===== src/rtl/secuenciador_filtro.sv =====
// Sequencing FSM for the second-order filter: load, MAC over all terms, pipeline wait, shift, done.
// Optional ovr_count output (dropped-tick counter) is built when SECUENCIADOR_OVR_CNT_EN is defined.
`timescale 1ns/1ps
module secuenciador_filtro #(
  parameter int N       = 25,
  parameter int NTERM   = 5,
  parameter int MAC_LAT = 1,
  parameter int TERM_W  = 3
) (
  input  logic              clk,
  input  logic              reset,
  input  logic              en,
  input  logic              sample_tick,
  input  logic              clr_err,
  output logic              ld_in,
  output logic              mac_clr,
  output logic              mac_en,
  output logic [TERM_W-1:0] term_sel,
  output logic              shift,
  output logic              out_valid,
  output logic              busy,
`ifdef SECUENCIADOR_OVR_CNT_EN
  output logic [7:0]        ovr_count,
`endif
  output logic              overrun
);

  localparam logic [2:0] S_IDLE  = 3'd0;
  localparam logic [2:0] S_LOAD  = 3'd1;
  localparam logic [2:0] S_MAC   = 3'd2;
  localparam logic [2:0] S_WAIT  = 3'd3;
  localparam logic [2:0] S_SHIFT = 3'd4;
  localparam logic [2:0] S_DONE  = 3'd5;

  localparam int                WAIT_W    = 3;
  localparam logic [TERM_W-1:0] TERM_LAST = TERM_W'(NTERM - 1);
  localparam logic [WAIT_W-1:0] WAIT_INIT = WAIT_W'(MAC_LAT - 1);

  if (N < 1 || NTERM < 2 || NTERM > 8 || (1 << TERM_W) < NTERM || MAC_LAT < 1 || MAC_LAT > 7)
  begin : g_bad_params
    $error("secuenciador_filtro: illegal parameter combination");
  end

  logic [2:0]        state_q, state_d;
  logic [TERM_W-1:0] term_q, term_d;
  logic [WAIT_W-1:0] wait_q, wait_d;
  logic              overrun_q, overrun_d;
  logic              accept, drop;

  // NOTE: every variable gets a default at the top of always_comb so no path leaves it unassigned (no latches).
  always_comb begin
    accept  = sample_tick && en;
    drop    = sample_tick && (state_q inside {S_LOAD, S_MAC, S_WAIT, S_SHIFT});
    state_d = state_q;
    term_d  = term_q;
    wait_d  = wait_q;
    case (state_q)
      S_IDLE:  if (accept) state_d = S_LOAD;
      S_LOAD: begin
        term_d  = '0;
        state_d = S_MAC;
      end
      S_MAC: begin
        term_d = term_q + 1'b1;
        if (term_q == TERM_LAST) begin
          state_d = S_WAIT;
          wait_d  = WAIT_INIT;
        end
      end
      S_WAIT: begin
        if (wait_q == '0) state_d = S_SHIFT;
        else              wait_d  = wait_q - 1'b1;
      end
      S_SHIFT: state_d = S_DONE;
      S_DONE:  state_d = accept ? S_LOAD : S_IDLE;
      default: state_d = S_IDLE;
    endcase
    // A dropped tick outranks a clear arriving in the same cycle.
    overrun_d = drop ? 1'b1 : (clr_err ? 1'b0 : overrun_q);
  end

  // NOTE: sequential state uses non-blocking assignments so every flop samples pre-edge values.
  always_ff @(posedge clk or posedge reset) begin
    if (reset) begin
      state_q   <= S_IDLE;
      term_q    <= '0;
      wait_q    <= '0;
      overrun_q <= 1'b0;
    end else begin
      state_q   <= state_d;
      term_q    <= term_d;
      wait_q    <= wait_d;
      overrun_q <= overrun_d;
    end
  end

`ifdef SECUENCIADOR_OVR_CNT_EN
  logic [7:0] ovr_cnt_q, ovr_cnt_d;

  always_comb begin
    ovr_cnt_d = ovr_cnt_q;
    if (clr_err)                      ovr_cnt_d = drop ? 8'd1 : 8'd0;
    else if (drop && ovr_cnt_q != '1) ovr_cnt_d = ovr_cnt_q + 8'd1;
  end

  always_ff @(posedge clk or posedge reset) begin
    if (reset) ovr_cnt_q <= '0;
    else       ovr_cnt_q <= ovr_cnt_d;
  end

  assign ovr_count = ovr_cnt_q;
`endif

  // Outputs decode the state register only, so reset clears them without waiting for a clock.
  assign ld_in     = (state_q == S_LOAD);
  assign mac_clr   = (state_q == S_LOAD);
  assign mac_en    = (state_q == S_MAC);
  assign term_sel  = (state_q == S_MAC) ? term_q : '0;
  assign shift     = (state_q == S_SHIFT);
  assign out_valid = (state_q == S_DONE);
  assign busy      = (state_q != S_IDLE);
  assign overrun   = overrun_q;

endmodule


===== config.mk =====
export PLATFORM = sky130hd
export DESIGN_NAME = secuenciador_filtro
export DESIGN_NICKNAME = d
export VERILOG_FILES = /design/src/rtl/secuenciador_filtro.sv
export SDC_FILE = /design/constraint.sdc
export NUM_CORES = 1
export LEC_CHECK = 0
export CORE_MARGIN = 5
export CORE_UTILIZATION = 42
export DETAILED_ROUTE_END_ITERATION = 6
export GPL_TIMING_DRIVEN = 1
export MAX_ROUTING_LAYER = met4
export PLACE_DENSITY_LB_ADDON = 0.3
export SETUP_SLACK_MARGIN = 0.15
export SYNTH_ARGS = -nofsm -noshare
export SYNTH_HDL_FRONTEND = slang
export SYNTH_SLANG_ARGS = --single-unit
export TNS_END_PERCENT = 10

===== constraint.sdc =====
create_clock -name clk -period 1.55 [get_ports clk]
set_clock_uncertainty 0.15 [all_clocks]
set_input_delay 0.155 -clock clk [delete_from_list [all_inputs] [get_ports clk]]
set_output_delay 0.155 -clock clk [all_outputs]
set_load 0.05 [all_outputs]

==> flow_summary.ini, run 1 <==
[setup_path]
cpPeakStageDelay_ns = 0.48
setup.worst_path.class = flop to output pin
critical_path.max_fanout = 7
crit_chain = nor3b_4 -> and2_4 -> buf_12
endpoint_kind = output pin
crit_path_start_kind = flop
cpMaxStageDelayCell = dfrtp_2
critPathArrivalTime_ns = 1.33
cp_data_required_time_ns = 1.24

[route]
first_iter_violations = 11
dr.pass1.iters = 4
drt-wirelength-per-cell_um = 14.9
antenna_left = 0
viasPerCell = 5.43
vias = 565
wl_mm = 1.55
drc = 0

[yosys]
synth_edf_count = 0
synth_common_cells = dfrtp_1, inv_1, ha_1, nand2_1, nor3_1
yosysTopAreaCellShare_pct = 39.9
synth.avg_cell_area_um2 = 10.1
ys_ff_latch = 10
synth_flop_cell = dfrtp_1
synth_cells = 62
synth_seq_area_share_pct = 39.9
async_flop_share_pct = 100
synth_area_um2 = 627
synth_nets = 71
yosysMostFrequentCell = dfrtp_1
ys_types = 30
synth_top_cell_by_area = dfrtp_1
yosys_warnings = 0
yosys-top-cells-area = dfrtp_1, ha_1, inv_1

[power]
p_int_uw = 1290
clock_power_share_pct = 9.8
p_sw_share_pct = 44.9
combPwrFrac_pct = 69.5
p_sw_uw = 1050
p_per_area_nw_per_um2 = 2190
irDropWorstVdd_mv = 1.49
power.total_uw = 2350
p_leak_uw = 0.000489
power_frac_seq_pct = 20.7

[floorplan]
initial_core_util_pct = 43.1
dieHeight_um = 48.6
num_rows = 14
fp.dieW_um = 48.6
ios = 15
die-area_um2 = 2360
design.core.area_um2 = 1450

[timing]
drv_slew = 0
fin_ws_ns = -0.0851
fin_setup_tns_ns = -0.501
worstMarginPinSlew_ns = 0.400
setup_viol = 10
fin_crit_ns = 1.64
finalCritPeriodShare_pct = 105
maxSlewHeadroom_pct = 73.3
rsz0062_at_grt = true
fmax_mhz = 612
whs_ns = 0.0252
hold_viol_final = 0

[place]
dpl.hpwl_mm = 1.11
placed_area_um2 = 945
place.gp.congestion = 0.754
port_buffers = 14
dp.cells = 97

[grt]
grt_usage_pct = 13.9
grt_pass1_vias = 599
grt_max_degree = 11
grt_pass1_wl_mm = 2.57
antenna_found_initial = 0
grt_overflow = 0

[cts]
h-tree-depth = 1
cts_root_buf = clkbuf_4
numCtsBuffers = 3
clock_latency_ns = 0.26
cts_buffer_depth = 2
clock-sinks = 10
cts_tree = built
path_clk_slew_ns = 0.07

[final_layout]
design_area_um2 = 1070
final_cells = 104
n_antenna_cell = 0
drive_above_1_share_pct = 53.4
nets = 98
area_delta_synth_final_pct = 71.1

[worst_hold_path]
hold_path.class = primary input to async pin

[status]
failed_checks = setup timing
outcome = finished with violations

[flow_run]
cap_violations = 0
-- through the flow --
step | setup slack [ns] | util, %
after floorplan | -0.218 | -
after global placement | 0.0389 | 65.0
after detailed placement | 0.0132 | 65.0
after CTS | -0.0854 | 72.2
after global routing | -0.148 | 73.8
final | -0.0851 | 73.8
-- layout by cell type (no fill, tap or decap), drive strengths merged, types with 2 or more instances in the layout --
| cell type | Yosys | final |
|---|---|---|
| and2 | 2 | 2 |
| mux2 | 2 | 2 |
| clkbuf | 0 | 4 |
| o22ai | 2 | 2 |
| dfrtp | 10 | 10 |
| o21ai | 2 | 2 |
| clkdlybuf4s50 | 0 | 4 |
| inv | 9 | 9 |
| a21o | 3 | 3 |
| nand2 | 4 | 4 |
| a22o | 3 | 3 |
| ha | 4 | 4 |
| nor3 | 4 | 4 |
| buf | 2 | 20 |
| nor3b | 2 | 2 |
-- power groups by stage --
stage          clock network [µW]  logic [µW]  registers [µW]
2_1_floorplan                   0         798             498
3_3_place_gp                    0        1390             471
3_5_place_dp                    0        1410             479
4_1_cts                       236        1580             481
5_1_grt                       251        1730             500
6_report                      230        1630             487
-- cell families after synthesis --
family,count (synthesis),synth area share [%]
buffers and inverters,11,7.78
adder cells (fa/ha/maj),5,9.58
flip-flops,10,39.9
AO/OA/AOI/OAI,13,15.6
AND/OR/NAND/NOR,20,21.4
multiplexers,3,5.79
-- worst paths after layout --
check | from | end | slack [ns] | cells past startpoint
max | state_q[2] | term_sel[2] | -0.09 | 3
min | reset | wait_q[1] | 0.03 | 2
max reg2reg | state_q[2] | term_q[2] | -0.01 | 4
min reg2reg | term_q[2] | term_q[2] | 0.36 | 1
max in group asynchronous | reset | state_q[1] | 0.92 | 2
min in group clk | clr_err | overrun | 0.32 | 2
-- final cells by class --
cell class | instances | area (µm²)
repair buffers | 24 | 314
inverters | 9 | 33.8
well taps | 16 | 20.0
multi-input cells | 41 | 414
fillers | 85 | 382
clock buffers | 4 | 36.3
flip-flops and latches | 10 | 254
-- repair_timing --
action / CTS / global route
buffers inserted: 3 / 0
hold buffers: 0 / 0
gates cloned: 0 / 0
resized for setup: 15 / 4
pin swaps: 7 / 2
endpoints found under the hold margin: 0 / 0
setup endpoints to repair: 19 / 18
-- per-layer routing --
metal / GRT usage (%) / up-vias / wire length (µm)
met5: - / - / 0
met2: 27.0 / 10 / 895
li1: - / 269 / -
met1: 13.7 / 284 / 605
met3: 3.68 / 2 / 42
met4: 2.69 / 0 / 8
-- registers in the layout, indices dropped and copies added, names as in the netlist --
signal / cells
wait_q: 3
overrun: 1
term_q: 3
state_q: 3
-- worst max-delay path, delay by kind of cell, from the launching register on --
family,cells,cell delay [ns]
buffers and inverters,1,0.13
flip-flops,1,0.48
AND/OR/NAND/NOR,2,0.47
Note: power is estimated with default switching activity, not from simulation.
==> run 2: changes to the inputs <==
- clock period: 1.55 -> 1.5 ns (I/O delays scaled with it)
==> flow_summary.ini, run 2 (synthesis gave the netlist of run 1 again) <==
[final_layout]
area_delta_synth_final_pct = 76.8
utilization_pct = 76.2
final_cell_mix = buf_12, buf_4, inv_1, dfrtp_1
design_area_um2 = 1110
n_antenna_cell = 0
reg_top3 = state_q (3), term_q (3), wait_q (3)
drive_above_1_share_pct = 56.0
final_cells = 107
nets = 101

[power]
irDropWorstVdd_mv = 1.61
p_leak_uw = 0.000499
p_per_area_nw_per_um2 = 2260

[setup_path]
endpoint_kind = output pin
reg2reg_slack_ns = -0.08
setup.worst_path.class = flop to output pin
cp_data_required_time_ns = 1.20
critPathArrivalTime_ns = 1.33
crit_path_start_kind = flop
critical_path.max_fanout = 7

[grt]
grt_max_degree = 11
grt_pass1_vias = 601
grt_usage_pct = 15.4
grt_pass1_wl_mm = 2.71
antenna_found_initial = 0
grt_overflow = 0

[worst_hold_path]
hold_path.class = primary input to async pin

[route]
dr.pass1.iters = 4
viasPerCell = 5.21
vias = 557
drt-wirelength-per-cell_um = 15.0
drc = 0
wl_mm = 1.60
first_iter_violations = 6
antenna_left = 0

[timing]
setup_viol = 12
fin_ws_ns = -0.128
fmax_mhz = 614
hold_viol_final = 0
rsz0062_at_grt = true
fin_crit_ns = 1.63
drv_slew = 0
finalCritPeriodShare_pct = 109
maxSlewHeadroom_pct = 72.5
worstMarginPinSlew_ns = 0.412

[place]
place.gp.congestion = 0.769
post-place-ws_ns = -0.0709
port_buffers = 14
placed_area_um2 = 960
dpl.hpwl_mm = 1.15
dp.cells = 99

[cts]
cts_buffer_depth = 2
clock_latency_ns = 0.27
cts_tree = built
h-tree-depth = 1
clock-sinks = 10
cts_root_buf = clkbuf_4
path_clk_slew_ns = 0.07
numCtsBuffers = 3

[floorplan]
dieHeight_um = 48.6
die-area_um2 = 2360
ios = 15
fp.dieW_um = 48.6
design.core.area_um2 = 1450
num_rows = 14
initial_core_util_pct = 43.1

[status]
outcome = finished with violations
failed_checks = setup timing

[flow_run]
cap_violations = 0
-- run 2: changes by cell type in the layout (fill, tap and decap cells not counted), sizes merged --
cell / delta
buf: +3
-- run 2: worst paths after layout --
| kind | start | to | cells after the start |
|---|---|---|---|
| min reg2reg | term_q[2] | term_q[2] | 1 |
| min | reset | wait_q[1] | 2 |
| max | state_q[1] | term_sel[2] | 3 |
| max reg2reg | wait_q[0] | wait_q[2] | 5 |
| max in group asynchronous | reset | state_q[2] | 2 |
| min in group clk | clr_err | overrun | 2 |
-- run 2: per-stage QoR --
| step | total power (µW) | setup TNS [ns] | hold WS, ns |
|---|---|---|---|
| after global placement | 1940 | 0 | 0.307 |
| after global routing | 2650 | -1.97 | 0.0211 |
| after floorplan | 1340 | -1.79 | -0.160 |
| after detailed placement | 1970 | -0.0824 | 0.306 |
| final | 2500 | -1.06 | 0.0121 |
| after CTS | 2460 | -1.15 | 0.0144 |
-- run 2: final cells by class --
cell class | count | area, µm²
Sequential cell | 10 | 254
Clock buffer | 4 | 36.3
Tap cell | 16 | 20.0
Inverter | 9 | 33.8
Fill cell | 94 | 345
Multi-Input combinational cell | 41 | 417
Timing Repair Buffer | 27 | 348
-- run 2: what timing repair did --
action / CTS / global route
setup endpoints to repair: 19 / 19
resized for setup: 16 / 6
hold buffers: 0 / 0
setup buffers: 4 / 0
pin swaps: 6 / 2
-- run 2: worst max-delay path, cell delays in order, from the launching register on --
cell and delay [ns]:
dfrtp_2 0.46, nor3b_4 0.28, and2_4 0.19, buf_12 0.13
-- run 2: power by group --
part           internal (µW)  switching (µW)  leakage [µW]
clock                    147            94.8     0.0000210
sequential               364             141      0.000127
combinational            877             877      0.000350
total                   1390            1110      0.000499
-- run 2: routing by layer --
metal	vias up	wire length, µm	GRT usage, %
met1	272	634	16.2
met5	-	0	-
met3	2	43	5.52
li1	278	-	-
met2	5	914	26.3
met4	0	11	5.38
==> run 3: changes to the inputs <==
- CORE_MARGIN: 5 -> not set
- HOLD_SLACK_MARGIN: not set -> 0.1
==> flow_summary.ini, run 3 (synthesis gave the netlist of run 1 again) <==
[power]
combPwrFrac_pct = 70.0
p_sw_uw = 1110
p_per_area_nw_per_um2 = 2260
p_sw_share_pct = 44.8
p_leak_uw = 0.000505
irDropWorstVdd_mv = 1.55
power.total_uw = 2490
power_frac_seq_pct = 20.0
clock_power_share_pct = 10.1
p_int_uw = 1370

[worst_hold_path]
min_delay_path_depth = 2
hold_path.class = primary input to flop

[setup_path]
critPathArrivalTime_ns = 1.35
critical_path.max_fanout = 5
endpoint_kind = output pin
crit_path_start_kind = flop
setup.worst_path.class = flop to output pin
cp_data_required_time_ns = 1.20
r2r_cells = 5

[timing]
fmax_mhz = 606
drv_slew = 0
setup_viol = 11
maxSlewHeadroom_pct = 73.8
hold_viol_final = 0
fin_ws_ns = -0.149
rsz0062_at_grt = true
worstMarginPinSlew_ns = 0.393
finalCritPeriodShare_pct = 110
fin_crit_ns = 1.65

[final_layout]
multi_input_area_um2 = 419
fill_cells = 82
n_antenna_cell = 0
drive_above_1_share_pct = 55.6
final_common_cell = buf_12
design_area_um2 = 1100
area_delta_synth_final_pct = 75.6
nets = 100
reg_top3 = state_q (3), term_q (3), wait_q (3)
final_cell_mix = buf_12, buf_4, inv_1, dfrtp_1
regArea_um2 = 254

[floorplan]
ios = 15
dieHeight_um = 40.6
initial_core_util_pct = 46.4
fp.dieW_um = 40.6
design.core.area_um2 = 1350
num_rows = 13
die-area_um2 = 1650

[status]
failed_checks = setup timing
outcome = finished with violations

[route]
wl_mm = 1.54
drt-wirelength-per-cell_um = 14.7
vias = 579
drc = 0
viasPerCell = 5.51
dr.pass1.iters = 3
antenna_left = 0
first_iter_violations = 9

[cts]
clock-sinks = 10
cts_buffer_depth = 2
numCtsBuffers = 3
h-tree-depth = 1
clock_latency_ns = 0.27
cts_tree = built
path_clk_slew_ns = 0.07
cts_root_buf = clkbuf_4

[flow_run]
cap_violations = 0

[place]
placed_area_um2 = 943
place.gp.congestion = 0.699
port_buffers = 14
dpl.hpwl_mm = 1.05

[grt]
grt_overflow = 0
antenna_found_initial = 0
grt_usage_pct = 24.9
grt_pass1_vias = 623
grt_max_degree = 11
grt_pass1_wl_mm = 2.57
-- run 3: final cells by class --
type,instances,area share (%)
timing repair buffer,26,30.8
clock buffer,4,3.30
multi-input combinational,41,38.1
sequential,10,23.1
inverter,9,3.07
tap,15,1.70
-- run 3: metal layers --
layer / vias to the layer above / share of wire (%) / track usage [%]
li1: 272 / - / -
met1: 277 / 43 / 25.9
met2: 22 / 50 / 40.9
met3: 8 / 4.2 / 9.78
met4: 0 / 2.7 / 12.5
met5: - / 0 / -
-- run 3: per-stage QoR --
stage | TNS [ns] | hold slack (ns) | util (%) | setup WS (ns) | instances
finish | -1.13 | 0.280 | 81.6 | -0.149 | 105
global route | -1.72 | 0.285 | 81.6 | -0.204 | 105
CTS | -1.12 | 0.296 | 79.9 | -0.138 | 105
detailed placement | -0.0492 | 0.309 | 69.9 | -0.0451 | 96
global placement | 0 | 0.305 | 69.9 | 0.0182 | 96
floorplan | -1.79 | -0.160 | - | -0.268 | 62
-- run 3: path summary, 6_finish.rpt --
kind	to	slack (ns)	start
max	mac_clr	-0.15	state_q[2]
min	overrun	0.28	clr_err
max reg2reg	wait_q[2]	-0.07	wait_q[1]
min reg2reg	wait_q[0]	0.35	wait_q[0]
max in group asynchronous	state_q[1]	0.34	reset
min in group asynchronous	wait_q[0]	0.56	reset
-- run 3: power groups by stage --
stage / Clock, µW / Sequential, µW / Combinational [µW]
6_report: 250 / 497 / 1740
5_1_grt: 275 / 507 / 1830
4_1_cts: 254 / 490 / 1700
3_3_place_gp: 0 / 484 / 1420
3_5_place_dp: 0 / 489 / 1450
2_1_floorplan: 0 / 515 / 824
-- run 3: worst max-delay path, stage by stage (launching register included) --
cell	delay [ns]
dfrtp_2	0.46
buf_6	0.14
nor3b_4	0.19
buf_6	0.15
buf_12	0.13
-- run 3: what timing repair did --
item	4_1_cts	5_1_grt
setup buffers	4	0
hold endpoints to repair	10	0
pin swaps	7	3
hold buffers	1	0
endpoints found under the setup margin	19	19
gates resized for setup	17	7
